<file path="src/rtl/fetch_unit_pkg.sv">
// Shared types for the instruction fetch stage: word type, fetch FSM states,
// queue entry layout and small PC helpers.
package fetch_unit_pkg;

    typedef logic [31:0] word_t;

    typedef enum logic [0:0] {
        RUN,
        HALTED
    } fetch_state_t;

    localparam word_t PC_INIT_DEFAULT = 32'h0000_0000;

    typedef struct packed {
        word_t instr;
        word_t pc_plus_4;
    } fetch_entry_t;

    function automatic word_t pc_next(input word_t pc);
        return pc + 32'd4;
    endfunction

    function automatic word_t word_align(input word_t addr);
        return {addr[31:2], 2'b00};
    endfunction

endpackage

</file>
<file path="src/rtl/fetch_unit_if.sv">
// Icache and IF/ID-side signals of the fetch stage; fetch_cnt/flush_cnt are
// present only when FETCH_PERF_EN is defined.
interface fetch_unit_if;
    import fetch_unit_pkg::*;

    logic  iREN;
    word_t iaddr;
    logic  ihit;
    word_t iload;
    logic  redirect;
    word_t redirect_pc;
    logic  halt;
    logic  dec_ready;
    logic  instr_valid;
    word_t instr;
    word_t pc_plus_4;
`ifdef FETCH_PERF_EN
    word_t fetch_cnt;
    word_t flush_cnt;
`endif

    modport master (
        input  ihit, iload, redirect, redirect_pc, halt, dec_ready,
`ifdef FETCH_PERF_EN
        output fetch_cnt, flush_cnt,
`endif
        output iREN, iaddr, instr_valid, instr, pc_plus_4
    );

    modport slave (
        output ihit, iload, redirect, redirect_pc, halt, dec_ready,
`ifdef FETCH_PERF_EN
        input  fetch_cnt, flush_cnt,
`endif
        input  iREN, iaddr, instr_valid, instr, pc_plus_4
    );

endinterface

</file>
<file path="src/rtl/fetch_unit_queue.sv">
// Synchronous FIFO of fetched {instr, pc_plus_4} entries; flush dominates push and pop.
// DEPTH must be a power of two so the pointers wrap naturally.
module fetch_unit_queue
    import fetch_unit_pkg::*;
#(
    parameter int unsigned DEPTH = 2,
    localparam int unsigned AW = (DEPTH > 1) ? $clog2(DEPTH) : 1,
    localparam int unsigned CW = $clog2(DEPTH + 1)
) (
    input  logic          CLK,
    input  logic          nRST,
    input  logic          push,
    input  fetch_entry_t  push_data,
    input  logic          pop,
    input  logic          flush,
    output logic [CW-1:0] count,
    output fetch_entry_t  head
);

    fetch_entry_t  mem_q [DEPTH];
    logic [AW-1:0] wr_ptr_q;
    logic [AW-1:0] rd_ptr_q;
    logic [CW-1:0] count_q;
    logic          do_push;
    logic          do_pop;

    assign do_push = push && !flush && (count_q < CW'(DEPTH));
    assign do_pop  = pop && !flush && (count_q != '0);

    always_ff @(posedge CLK) begin
        if (!nRST) begin
            for (int unsigned i = 0; i < DEPTH; i++) begin
                mem_q[i] <= '0;
            end
            wr_ptr_q <= '0;
            rd_ptr_q <= '0;
            count_q  <= '0;
        end else if (flush) begin
            wr_ptr_q <= '0;
            rd_ptr_q <= '0;
            count_q  <= '0;
        end else begin
            if (do_push) begin
                mem_q[wr_ptr_q] <= push_data;
                wr_ptr_q        <= wr_ptr_q + AW'(1);
            end
            if (do_pop) begin
                rd_ptr_q <= rd_ptr_q + AW'(1);
            end
            case ({do_push, do_pop})
                2'b10:   count_q <= count_q + CW'(1);
                2'b01:   count_q <= count_q - CW'(1);
                default: count_q <= count_q;
            endcase
        end
    end

    // Stale slots stay in memory after a pop; hide them when empty.
    assign head  = (count_q != '0) ? mem_q[rd_ptr_q] : '0;
    assign count = count_q;

endmodule

</file>
<file path="src/rtl/fetch_unit.sv">
// Instruction fetch stage: owns the PC, requests icache reads and queues returned
// instructions for decode. FETCH_PERF_EN adds fetch/flush counters.
module fetch_unit
    import fetch_unit_pkg::*;
#(
    parameter word_t       PC_INIT = PC_INIT_DEFAULT,
    parameter int unsigned QDEPTH  = 2
) (
    input logic         CLK,
    input logic         nRST,
    fetch_unit_if.master bus
);

    localparam int unsigned CW = $clog2(QDEPTH + 1);

    fetch_state_t  state_q;
    word_t         pc_q;
    logic [CW-1:0] count;
    fetch_entry_t  head;
    fetch_entry_t  push_data;
    logic          running;
    logic          flush;
    logic          accept;
    logic          push;
    logic          pop;
    logic          head_valid;

    assign running = (state_q == RUN);
    // Halt only matters while running; in HALTED both halt and redirect are ignored.
    assign flush   = running && (bus.redirect || bus.halt);

    assign bus.iREN  = nRST && running && (count < CW'(QDEPTH)) && !bus.redirect;
    assign bus.iaddr = pc_q;

    assign accept     = bus.iREN && bus.ihit;
    assign push       = accept && !flush;
    assign head_valid = nRST && running && (count != '0);
    assign pop        = head_valid && bus.dec_ready;

    assign push_data.instr     = bus.iload;
    assign push_data.pc_plus_4 = pc_next(pc_q);

    assign bus.instr_valid = head_valid;
    assign bus.instr       = head_valid ? head.instr : '0;
    assign bus.pc_plus_4   = head_valid ? head.pc_plus_4 : '0;

    always_ff @(posedge CLK) begin
        if (!nRST) begin
            state_q <= RUN;
            pc_q    <= PC_INIT;
        end else if (running) begin
            if (bus.redirect) begin
                pc_q <= word_align(bus.redirect_pc);
            end else if (bus.halt) begin
                state_q <= HALTED;
            end else if (accept) begin
                pc_q <= pc_next(pc_q);
            end
        end
    end

    fetch_unit_queue #(
        .DEPTH (QDEPTH)
    ) u_queue (
        .CLK       (CLK),
        .nRST      (nRST),
        .push      (push),
        .push_data (push_data),
        .pop       (pop),
        .flush     (flush),
        .count     (count),
        .head      (head)
    );

`ifdef FETCH_PERF_EN
    word_t fetch_cnt_q;
    word_t flush_cnt_q;

    // A flush discards every queued entry plus any same-cycle hit from the icache.
    always_ff @(posedge CLK) begin
        if (!nRST) begin
            fetch_cnt_q <= '0;
            flush_cnt_q <= '0;
        end else begin
            if (push) begin
                fetch_cnt_q <= fetch_cnt_q + 32'd1;
            end
            if (flush) begin
                flush_cnt_q <= flush_cnt_q + 32'(count) + 32'(bus.ihit);
            end
        end
    end

    assign bus.fetch_cnt = fetch_cnt_q;
    assign bus.flush_cnt = flush_cnt_q;
`endif

endmodule

</file>
<file path="src/flat_wrapper.sv">
// flat-port wrapper written by rule: the top's interface ports become plain ports
module fetch_unit_flat import fetch_unit_pkg::*;
#(
    parameter word_t       PC_INIT = PC_INIT_DEFAULT,
    parameter int unsigned QDEPTH  = 2
)
  (CLK, nRST, bus_ihit, bus_iload, bus_redirect, bus_redirect_pc, bus_halt, bus_dec_ready, bus_iREN, bus_iaddr, bus_instr_valid, bus_instr, bus_pc_plus_4);
  fetch_unit_if bus_i ();
  input logic CLK;
  input logic nRST;
  input wire logic [$bits(bus_i.ihit)-1:0] bus_ihit;
  input wire logic [$bits(bus_i.iload)-1:0] bus_iload;
  input wire logic [$bits(bus_i.redirect)-1:0] bus_redirect;
  input wire logic [$bits(bus_i.redirect_pc)-1:0] bus_redirect_pc;
  input wire logic [$bits(bus_i.halt)-1:0] bus_halt;
  input wire logic [$bits(bus_i.dec_ready)-1:0] bus_dec_ready;
  output wire logic [$bits(bus_i.iREN)-1:0] bus_iREN;
  output wire logic [$bits(bus_i.iaddr)-1:0] bus_iaddr;
  output wire logic [$bits(bus_i.instr_valid)-1:0] bus_instr_valid;
  output wire logic [$bits(bus_i.instr)-1:0] bus_instr;
  output wire logic [$bits(bus_i.pc_plus_4)-1:0] bus_pc_plus_4;
  assign bus_i.ihit = bus_ihit;
  assign bus_i.iload = bus_iload;
  assign bus_i.redirect = bus_redirect;
  assign bus_i.redirect_pc = bus_redirect_pc;
  assign bus_i.halt = bus_halt;
  assign bus_i.dec_ready = bus_dec_ready;
  assign bus_iREN = bus_i.iREN;
  assign bus_iaddr = bus_i.iaddr;
  assign bus_instr_valid = bus_i.instr_valid;
  assign bus_instr = bus_i.instr;
  assign bus_pc_plus_4 = bus_i.pc_plus_4;
  fetch_unit #(.PC_INIT(PC_INIT), .QDEPTH(QDEPTH)) u_core (.CLK(CLK), .nRST(nRST), .bus(bus_i));
endmodule
</file>
<file path="config.mk">
export PLATFORM = sky130hd
export DESIGN_NAME = fetch_unit_flat
export DESIGN_NICKNAME = d
export VERILOG_FILES = /design/src/rtl/fetch_unit_pkg.sv /design/src/rtl/fetch_unit_if.sv /design/src/rtl/fetch_unit_queue.sv /design/src/rtl/fetch_unit.sv /design/src/flat_wrapper.sv
export SDC_FILE = /design/constraint.sdc
export NUM_CORES = 1
export LEC_CHECK = 0
export ABC_CLOCK_PERIOD_IN_PS = 9550
export CAP_MARGIN = 20
export CORE_MARGIN = 2
export CORE_UTILIZATION = 46
export DETAILED_ROUTE_END_ITERATION = 7
export HOLD_SLACK_MARGIN = 0.08
export PLACE_DENSITY_LB_ADDON = 0.3
export SLEW_MARGIN = 20
export SYNTH_ARGS = -nofsm -noshare
export SYNTH_HDL_FRONTEND = slang
export SYNTH_HIERARCHICAL = 1
export SYNTH_SLANG_ARGS = --single-unit
export TNS_END_PERCENT = 100
</file>
<file path="constraint.sdc">
create_clock -name CLK -period 9.55 [get_ports CLK]
set_clock_uncertainty 0.2 [all_clocks]
set_input_delay 1.91 -clock CLK [delete_from_list [all_inputs] [get_ports CLK]]
set_output_delay 1.91 -clock CLK [all_outputs]
set_load 0.05 [all_outputs]
</file>
After elaboration in Yosys (flattened, before gate mapping)
Memories as Yosys holds them, arrays and structs flattened. A register that Yosys moved wholly into a read port is not among the register bits. Cells that the tools add are included.

Bits in registers: 37. Memory bits (writable): 128. Bits of input ports: 70. Output and inout bits: 98. Logic and storage cells: 58. Memories kept: 1.

Add/sub/neg operators: 5. $lt $le $gt $ge: 1. Equal/unequal tests: 3. Multiplexer cells: 20. Bitwise operators: 2. Reductions and logical operators: 21.

Memories: u_core.u_queue.mem_q (depth 2, bits a word 64, read ports 1, clocked after memory_dff 1, write ports 2, RTL line fetch_unit_queue.sv:20) `fetch_entry_t mem_q [DEPTH];`.

Operator list (count): 32-bit two-way mux (5); 64-bit two-way mux (2); 64-bit OR reduction (1); 32-bit by 3-bit adder with 32-bit output, second input constant (1); 1-bit logical AND (12); 1-bit two-way mux (12); 2-bit nonzero test (3); 2-bit one-hot mux with 2 select lines (1); 3-bit AND reduction (1); 1-bit adder, second input constant (2); 2-bit by 1-bit adder with 2-bit output, second input constant (1); 2-bit by 1-bit equality test with 1-bit output, second input constant (1); 2-bit equality test, second input constant (1); 1-bit logical NOT (2); 2-bit < comparator, second input constant (1); 2-bit inequality test, second input constant (1); 1-bit inverter (2); 2-bit OR reduction (1); 2-bit by 1-bit subtractor with 2-bit output, second input constant (1); 1-bit logical OR (1).

Depth between registers and ports, before layout
Depth in word-level cells: 14. Mapped depth: 12. Mapped depth without buffers: 10.

Modules after synthesis
Netlist, hierarchy kept.

By module, submodules not included: fetch_unit_queue (instances 1, cells an instance 456, area an instance 5975.7 µm², sequential area each 3943.8 µm²); fetch_unit (instances 1, cells an instance 383, area an instance 2700.1 µm², sequential area each 620.6 µm²).

Least setup slack after synthesis
No wires, ideal clock.

Path kind: input port to flip-flop. Start point: in nRST. End point: mem u_core/u_queue/mem_q[0][0] (netlist bit) (enable). Setup time: 0.581 ns. Arrival: 7.521 ns. Required time: 8.769 ns. Setup slack: 1.248 ns. Cell stages on the path: 7. Path buffers: 1. Cells stage by stage: clkbuf_1 inv_1 nor2_1 nand2_1 inv_1 nand2_1 o31ai_1.

RTL lines: from (decl) (RTL line flat_wrapper.sv:10) `input logic nRST;`; to (decl) (RTL line fetch_unit_queue.sv:20).

Worst setup path in the final report
Start point: in nRST. End point: out bus_pc_plus_4[17].

Longest elaborated chain between the ends: 3.

RTL lines: 1-bit logical AND (2 in a row) (RTL line fetch_unit.sv:37) `assign head_valid = nRST && running && (count != '0);`; 32-bit two-way mux (RTL line fetch_unit.sv:45) `assign bus.pc_plus_4 = head_valid ? head.pc_plus_4 : '0;`; to (decl) (RTL line flat_wrapper.sv:21) `output wire logic [$bits(bus_i.pc_plus_4)-1:0] bus_pc_plus_4;`.

No other way between the ends.

==> qor.txt <==
Mapped Avg Cell Area - 10.34 sq um
Yosys warning count - 6
DP Area - 10430 sq um
Die area - 19980 sq um
Worst EP required - 7.44 ns
Cts-stage hold buffer count - 0
Die extent in y - 141.3 um
Detailed Route WL - 20510 um
Hold path depth - 2
GRT Overall Usage - 20.82%
Fmax - 142.3 MHz
Horiz. Die Dim - 141.3 um
Bufs and invs on worst path - 5
Residual DRC count - 0
Ys async rst share - 0%
Layout cell share with drive strength beyond 1 - 5.618%
Post-CTS Setup Inserts - 0
Worst path top cell family by delay - buffers and inverters
Clk sink count - 164
Power per Cell Area - 149.7 nW/um^2
Setup Viol. Count Final - 0
Max rail drop VDD - 0.0001251 V
Initial Util - 46.69%
DRT met1 WL - 9139 um
Slew at the pin closest to its max-slew limit - 1.050 ns
Ant diodes - 0
Inst Count DP - 1180
Synthesized area - 8676 sq um
Top layer used by detailed routing - met4
Post-DP HPWL - 12700 um
Worst reg2reg path depth - 7
Wire length per cell - 16.91 um
Endpoint type of the worst setup path - primary output
Num ports - 168
Routed wl met2 - 9788 um
Gpl congestion - 0.8415
Floorplan Core Area - 18580 sq um
Post-DRT Antenna Nets - 0
Number of synthesized flops with an enable pin - 128
Post-route cell area - 11020 sq um
Clk root buf - clkbuf_16
DR iter-0 viols - 413
Std-Cell Rows - 50
Cells after Synth - 839
Top_reg_cell synth - edfxtp_1
Register area share after synthesis - 52.61%
Number of global-route vias before repair - 6457
Routed vias/inst - 5.540
Post-synth cell types - 54
Slew margin rel. - 30.03%
Worst hold path class - flop to flop
# nets final - 1038
Remaining Overflow, GRT - 0
Max-cap check violation count - 0
First-pass GRT wire length - 33160 um
Pre-Repair DR Iteration Count - 5
Hold Fails Final Rpt - 0
Crit-path cells - clkdlybuf4s50_1, buf_4, inv_1, nor3_2, buf_4, and2_1, clkdlybuf4s50_1
Post-layout min period - 7.028 ns
Reg clk slew, reported paths - 0.06 ns
P_leak - 4.317 nW
Initial antenna violation count - 0
Clk_lat worst skew - 0.43 ns
CP max FO - 66
CP max stage cell - clkdlybuf4s50_1
Worst path max stage delay - 0.84 ns
Post-route insts no fill - 1213
Setup TNS - 0 ns
Vias - 6720
Port Buf Inserts - 163
Worst EP arrival - 4.92 ns
Cts repair resizes - 0
CTS Buf Count - 17
Seq cells post-synth - 164
Clock tree from TritonCTS - yes
Clock buffer depth - 2
Met3 WL - 1183 um
Status - completed
Largest net degree at the start of global routing - 91
RSZ-0062 raised after global routing - no
CTS H-tree lvls - 4
Crit path depth - 7
Final Max Slew Viols - 0
CP Class - input port to primary output
Period utilization - 73.60%
Startpoint Class - input port
Layout area overhead - 27.06%
==> registers in the layout, summed over array words and instances (netlist names), named ones only <==
| signal | count |
|---|---|
| u_core/u_queue/mem_q | 128 |
| u_core/bus.iaddr | 30 |
| u_core/u_queue/count | 2 |
| u_core/state_q | 1 |
| u_core/u_queue/rd_ptr_q | 1 |
| u_core/u_queue/wr_ptr_q | 1 |
==> synthesized netlist by cell type (all sizes together) (2+ instances only) <==
| cell type | count | share of area (%) |
|---|---|---|
| a21o | 4 | 0.35 |
| or2 | 2 | 0.14 |
| and4 | 2 | 0.20 |
| nand2b | 2 | 0.14 |
| nor3 | 9 | 0.52 |
| o31ai | 5 | 0.43 |
| o21ai | 23 | 1.3 |
| xor2 | 15 | 1.5 |
| nor2 | 99 | 4.4 |
| mux2i | 65 | 7.5 |
| nor2b | 3 | 0.22 |
| xnor2 | 17 | 1.7 |
| and3 | 140 | 10 |
| or4 | 9 | 0.82 |
| nand2 | 37 | 1.6 |
| buf | 28 | 1.7 |
| a31oi | 4 | 0.29 |
| a21oi | 13 | 0.75 |
| inv | 8 | 0.35 |
| dfxtp | 36 | 8.3 |
| a22oi | 6 | 0.52 |
| nor4 | 3 | 0.22 |
| o2bb2ai | 2 | 0.20 |
| a32o | 5 | 0.58 |
| ha | 2 | 0.29 |
| nand4 | 11 | 0.87 |
| clkbuf | 44 | 1.9 |
| edfxtp | 128 | 44 |
| and2 | 65 | 4.7 |
| o41ai | 4 | 0.40 |
| nand3 | 24 | 1.4 |
| or3 | 4 | 0.29 |
| a22o | 7 | 0.71 |
==> layout make-up <==
cell class | instances | area (sq um)
clock inverter | 15 | 150.1
multi-input combinational | 600 | 3827
fill | 1573 | 7557
timing repair buffer | 175 | 1729
inverter | 8 | 30.03
tap | 234 | 292.8
clock buffer | 17 | 425.4
sequential | 164 | 4568
==> cells in the final DEF (no fill, tap or decap), types with 5 or more instances in the layout <==
master           synthesis  layout
a22o_1                   7       7
xor2_1                  15      15
edfxtp_1               128     128
and3_1                 140     139
clkinv_4                 0       5
o21ai_0                 23      22
nand2_1                 37      37
dfxtp_1                 36      35
nor3_1                   9       8
or4_1                    8       8
and2_1                  65      65
clkdlybuf4s50_1          0     162
a21oi_1                 13      13
buf_4                    5      11
inv_1                    8       8
a32o_1                   5       5
conb_1                   1       6
nand4_1                 10      10
nor2_1                  97      97
a22oi_1                  6       6
clkbuf_16                0      17
nand3_1                 24      24
mux2i_1                 65      65
xnor2_1                 17      17
==> worst paths after layout <==
check	end	slack, ns	startpoint
worst max register to register	u_core/u_queue/mem_q[0][14]	5.70	u_core/u_queue/count[1]
worst max-delay path	bus_pc_plus_4[17]	2.52	nRST
worst min-delay path	u_core/u_queue/rd_ptr_q	0.32	u_core/u_queue/rd_ptr_q
worst min register to register	u_core/u_queue/rd_ptr_q	0.32	u_core/u_queue/rd_ptr_q
==> worst register-to-register path, delay by kind of cell (launching register included) <==
kind / cells / cell delay (ns)
AO/OA/AOI/OAI: 2 / 1.13
buffers and inverters: 2 / 0.87
flip-flops: 1 / 0.51
AND/OR/NAND/NOR: 3 / 0.76
==> cells by family after synthesis <==
group	count (synthesis)	share of synthesized area [%]
adders and majority gates	2	0.2884
xor gates and xnor gates	32	3.230
AOI/OAI and AO/OA	82	6.418
other	1	0.04322
buffers and inverters	80	3.995
DFF	164	52.61
muxes	65	7.499
and+or+nand+nor	413	25.92
==> power by group <==
group	internal, mW	total, mW	leakage, nW	switching (mW)
registers	0.798	0.821	1.62	0.0226
logic	0.0658	0.165	2.42	0.0991
clock network	0.367	0.664	0.282	0.297
total	1.23	1.65	4.32	0.418
==> layer usage <==
metal / up-vias / track usage (%)
met5: - / 0
met4: 0 / 7.368
met3: 34 / 4.252
met2: 237 / 34.24
met1: 3160 / 27.54
li1: 3289 / -
==> stage by stage <==
stage	hold slack, ns	setup slack [ns]	total power, mW	utilization, %
final	0.3154	2.522	1.650	59.33
after global routing	0.3590	2.283	1.707	59.33
after CTS	0.3135	2.483	1.662	59.22
after detailed placement	0.2977	2.472	1.001	56.12
after global placement	0.2843	2.486	0.9980	56.12
after floorplan	0.2725	1.248	0.9330	-
No activity file was read; power rests on OpenSTA's default activity.
